<file path="config.mk">
export PLATFORM = sky130hd
export DESIGN_NAME = serial_slave_port
export DESIGN_NICKNAME = d
export VERILOG_FILES = /design/src/rtl/serial_slave_port.sv
export SDC_FILE = /design/constraint.sdc
export NUM_CORES = 1
export LEC_CHECK = 0
export CAP_MARGIN = 20
export CORE_ASPECT_RATIO = 0.6
export CORE_MARGIN = 5
export CORE_UTILIZATION = 50
export CTS_BUF_LIST = sky130_fd_sc_hd__clkbuf_4 sky130_fd_sc_hd__clkbuf_8 sky130_fd_sc_hd__clkbuf_16
export DETAILED_ROUTE_END_ITERATION = 10
export GPL_TIMING_DRIVEN = 1
export PLACE_DENSITY = 0.78
export SYNTH_ARGS = -nofsm -noshare
export SYNTH_HDL_FRONTEND = slang
export SYNTH_SLANG_ARGS = --single-unit
</file>
<file path="constraint.sdc">
create_clock -name clk -period 2.4 [get_ports clk]
set_input_delay 0.72 -clock clk [delete_from_list [all_inputs] [get_ports clk]]
set_output_delay 0.72 -clock clk [all_outputs]
set_load 0.01 [all_outputs]
</file>
<file path="src/rtl/serial_slave_port.sv">
// Bit-serial bus responder: shifts in address/write data, drives a parallel memory port,
// and serialises read data back out LSB first.
module serial_slave_port #(
  parameter int ADDR_WIDTH = 12,
  parameter int DATA_WIDTH = 8,
  parameter int RD_LATENCY = 1
) (
  input  logic                  clk,
  input  logic                  rstn,
  input  logic                  swdata,
  input  logic                  smode,
  input  logic                  mvalid,
  output logic                  srdata,
  output logic                  svalid,
  output logic                  sready,
  output logic [ADDR_WIDTH-1:0] mem_addr,
  output logic [DATA_WIDTH-1:0] mem_wdata,
  output logic                  mem_wen,
  output logic                  mem_ren,
  input  logic [DATA_WIDTH-1:0] mem_rdata,
  output logic [2:0]            dbg_state
);

  localparam int CNT_MAX_AD = (ADDR_WIDTH > DATA_WIDTH) ? ADDR_WIDTH : DATA_WIDTH;
  localparam int CNT_MAX    = (CNT_MAX_AD > RD_LATENCY) ? CNT_MAX_AD : RD_LATENCY;
  localparam int CW         = $clog2(CNT_MAX + 1);

  typedef enum logic [2:0] {IDLE, ADDR, WDATA, MEMWR, RDWAIT, RDATA} state_t;

  state_t                  state_q, state_d;
  logic                    mode_q, mode_d;
  logic [CW-1:0]           cnt_q, cnt_d;
  logic [ADDR_WIDTH-1:0]   addr_d;
  logic [DATA_WIDTH-1:0]   wdata_d;
  logic [DATA_WIDTH-1:0]   tx_q, tx_d;
  logic                    srdata_d, svalid_d, sready_d, wen_d, ren_d;

  assign dbg_state = state_q;

  always_ff @(posedge clk or negedge rstn) begin
    if (!rstn) state_q <= IDLE;
    else       state_q <= state_d;
  end

  always_ff @(posedge clk or negedge rstn) begin
    if (!rstn) begin
      mode_q    <= 1'b0;
      cnt_q     <= '0;
      mem_addr  <= '0;
      mem_wdata <= '0;
      tx_q      <= '0;
      srdata    <= 1'b0;
      svalid    <= 1'b0;
      sready    <= 1'b1;
      mem_wen   <= 1'b0;
      mem_ren   <= 1'b0;
    end else begin
      mode_q    <= mode_d;
      cnt_q     <= cnt_d;
      mem_addr  <= addr_d;
      mem_wdata <= wdata_d;
      tx_q      <= tx_d;
      srdata    <= srdata_d;
      svalid    <= svalid_d;
      sready    <= sready_d;
      mem_wen   <= wen_d;
      mem_ren   <= ren_d;
    end
  end

  // Handshake: a swdata bit is consumed only in a cycle where mvalid=1 and the port is in
  // IDLE/ADDR/WDATA; svalid marks DATA_WIDTH consecutive srdata bits with no backpressure.
  always_comb begin
    state_d  = state_q;
    mode_d   = mode_q;
    cnt_d    = cnt_q;
    addr_d   = mem_addr;
    wdata_d  = mem_wdata;
    tx_d     = tx_q;
    srdata_d = 1'b0;
    svalid_d = 1'b0;
    wen_d    = 1'b0;
    ren_d    = 1'b0;
    unique case (state_q)
      IDLE: begin
        if (mvalid) begin
          addr_d    = '0;
          addr_d[0] = swdata;
          mode_d    = smode;
          cnt_d     = CW'(1);
          state_d   = ADDR;
        end
      end
      ADDR: begin
        if (mvalid) begin
          for (int i = 0; i < ADDR_WIDTH; i++)
            if (cnt_q == CW'(i)) addr_d[i] = swdata;
          if (cnt_q == CW'(ADDR_WIDTH - 1)) begin
            cnt_d = '0;
            if (mode_q) begin
              state_d = WDATA;
            end else begin
              state_d = RDWAIT;
              ren_d   = 1'b1;
            end
          end else begin
            cnt_d = cnt_q + CW'(1);
          end
        end
      end
      WDATA: begin
        if (mvalid) begin
          for (int i = 0; i < DATA_WIDTH; i++)
            if (cnt_q == CW'(i)) wdata_d[i] = swdata;
          if (cnt_q == CW'(DATA_WIDTH - 1)) begin
            cnt_d   = '0;
            wen_d   = 1'b1;
            state_d = MEMWR;
          end else begin
            cnt_d = cnt_q + CW'(1);
          end
        end
      end
      MEMWR: state_d = IDLE;
      RDWAIT: begin
        // cnt_q counts cycles since entry; read data is valid RD_LATENCY cycles after the strobe
        if (cnt_q == CW'(RD_LATENCY)) begin
          tx_d     = mem_rdata >> 1;
          srdata_d = mem_rdata[0];
          svalid_d = 1'b1;
          cnt_d    = '0;
          state_d  = RDATA;
        end else begin
          cnt_d = cnt_q + CW'(1);
        end
      end
      RDATA: begin
        if (cnt_q == CW'(DATA_WIDTH - 1)) begin
          cnt_d   = '0;
          state_d = IDLE;
        end else begin
          srdata_d = tx_q[0];
          svalid_d = 1'b1;
          tx_d     = tx_q >> 1;
          cnt_d    = cnt_q + CW'(1);
        end
      end
      default: state_d = IDLE;
    endcase
    sready_d = (state_d == IDLE);
  end

endmodule
</file>
==> run metrics <==
outcome=completed; Synth Register Bits=40; CP Capture Type=primary output; largest net degree at the start of global routing=29; diodes inserted=0; CTS tree=done; # DRC=0; initial antenna violation count=0; ys async rst share=100%; Num CTS Buffers=5; most frequent cells in the layout=39 x dfrtp_1, 39 x clkdlybuf4s50_1, 21 x a21oi_1; ys flop type=dfrtp_1; post-cts resize count=0; post-route ant nets=0; number of port buffers=40; synthesized area per cell=10.8 um^2; vias in the first global route=1674; Initial Utilization=53.6%; delay-heaviest family, CP=flip-flops; worst hold slack=434 ps; drt pass-1 iters=4; die area=5480 um^2; fin crit share=95.3%; type of the tightest min-delay check=in -> async; xor and xnor area share after synthesis=0.432%; placed cell count=269; Syn Nets=206; Max-cap violations=0; simple-gate share of the synthesized area=16.5%; count of pins over their slew limit=0; Worst setup SP type=register; combinational family with the most area after synthesis=simple AND/OR/NAND/NOR gates; Worst Path Buf+Inv=1; unrepaired setup endpoints after global routing=no; share of cells above drive strength 1=18.3%; Post-CTS Setup Bufs=0; final core occ=67.8%; cell count after synthesis=188; crit path kind=reg -> out; first-pass GRT wire length=8800 um; highest clock rate=0.437 GHz; Die X=92.3 um; crit-path cells=clkdlybuf4s50_1; sequential fraction of the synthesis area=49.4%; row cnt=17; Power Density=1170 nW/um^2; post-synth top area cell=dfrtp_1; final std cells w/o fill=277; Unique masters post-synth=40; Syn-to-layout area delta=26.4%; # setup viols final=0; CP max stage delay=640 ps; cts-stage hold buffer count=0; GRT overflow=0; multiplexer share of the synthesized area=13.6%; EDFF count, synth=0; CTS clk-pin slew, worst paths=80 ps; Total GRT Usage=21.1%; worst-margin pin slew=654 ps; adder-cell share of the synthesized area=3.08%; Worst-Skew Late Latency=300 ps; Fillers=290; Setup Skew=10.7 ps; post-detail-place hpwl=3790 um; buffer levels on the longest clock path=2; Avg WL per Cell=18.8 um; slew margin rel.=56.3%; clock sink count=40; Clock Tree Root=clkbuf_8; Peak VDD IR=674 uV; # IOs=41; Reg-to-Reg Start=cnt_q[1]; Critical-path top delay cell=dfrtp_1; Die Span Y=59.4 um; routed wire length=5200 um; Leakage=1.14 nW; top cells by area, synth=dfrtp_1 48%, mux2_2 11%, a21oi_1 5.2%, nand2_1 3.3%, ha_1 3.1%; vias=1649; compound-gate portion of the synthesized area=12.7%; yosys warns=0; GPL Wtd Cong=0.833; drt first-iter violations=158; synthesized area=2030 um^2; Critical Path AT=1570 ps; crit path max fanout=14; Synth top area share=48.1%; vias per cell=5.95; final net count=247; final hold violations=0; Final Critical Period=2290 ps; CP startpoint=dbg_state[0]; # H-tree levels=2; CP Data Required Time=1680 ps; core area=3790 um^2
-- layout make-up --
type | instances | area (um^2) | area share, %
inverter | 4 | 15.0 | 0.585
multi-input combinational | 131 | 938 | 36.6
clock buffer | 8 | 104 | 4.05
tap | 47 | 58.8 | 2.29
timing repair buffer | 47 | 448 | 17.5
sequential | 40 | 1000 | 39.1
-- where the power goes --
group	total (mW)	internal, mW	switching [mW]
Clock	0.511	0.274	0.237
Combinational	1.39	0.693	0.695
Sequential	1.11	0.901	0.214
-- sequential cells by signal (all words and copies together), names as in the netlist --
| name | cells |
|---|---|
| mode_q | 1 |
| mem_ren | 1 |
| mem_wen | 1 |
| mem_wdata | 8 |
| tx_q | 7 |
| mem_addr | 12 |
| svalid | 1 |
| cnt_q | 4 |
| dbg_state | 3 |
| sready | 1 |
| srdata | 1 |
-- cells by family after synthesis --
group	count (synthesis)
xor gates and xnor gates	1
buffers and inverters	17
AOI/OAI and AO/OA	41
DFF	40
adders and majority gates	5
muxes	25
and+or+nand+nor	59
-- Yosys cell counts, drive strengths merged (4+ instances only) --
cell / instances
a22o: 4
ha: 5
o21ai: 5
mux2i: 5
mux2: 20
nor2: 15
inv: 4
buf: 8
a21oi: 21
nand2: 18
dfrtp: 39
clkbuf: 5
-- metal layers --
metal / vias up / part of all wire, % / GRT usage, %
li1: 749 / - / -
met5: - / 0 / 0
met3: 8 / 8.1 / 5.84
met2: 66 / 46 / 32.9
met4: 0 / 1.0 / 8.25
met1: 826 / 45 / 28.4
-- final timing paths --
path / end / slack, ps / cells after the start
max: dbg_state[0] / 110 / 1
min in group clk: mem_ren / 470 / 1
min reg2reg: mem_ren / 470 / 1
max in group asynchronous: mem_wdata[3] / 1420 / 2
min: mem_wdata[5] / 430 / 1
max reg2reg: cnt_q[0] / 250 / 6
-- through the flow --
step	setup slack (ps)	TNS [ps]	cell area, um^2	total power [mW]
after floorplan	384	0	2030	1.98
after global placement	-50.1	-86.6	2460	2.40
after detailed placement	-91.8	-504	2460	2.50
after CTS	116	0	2570	3.01
after global routing	54.2	0	2570	3.21
final	113	0	2570	3.01
Note: power is estimated with default switching activity, not from simulation.
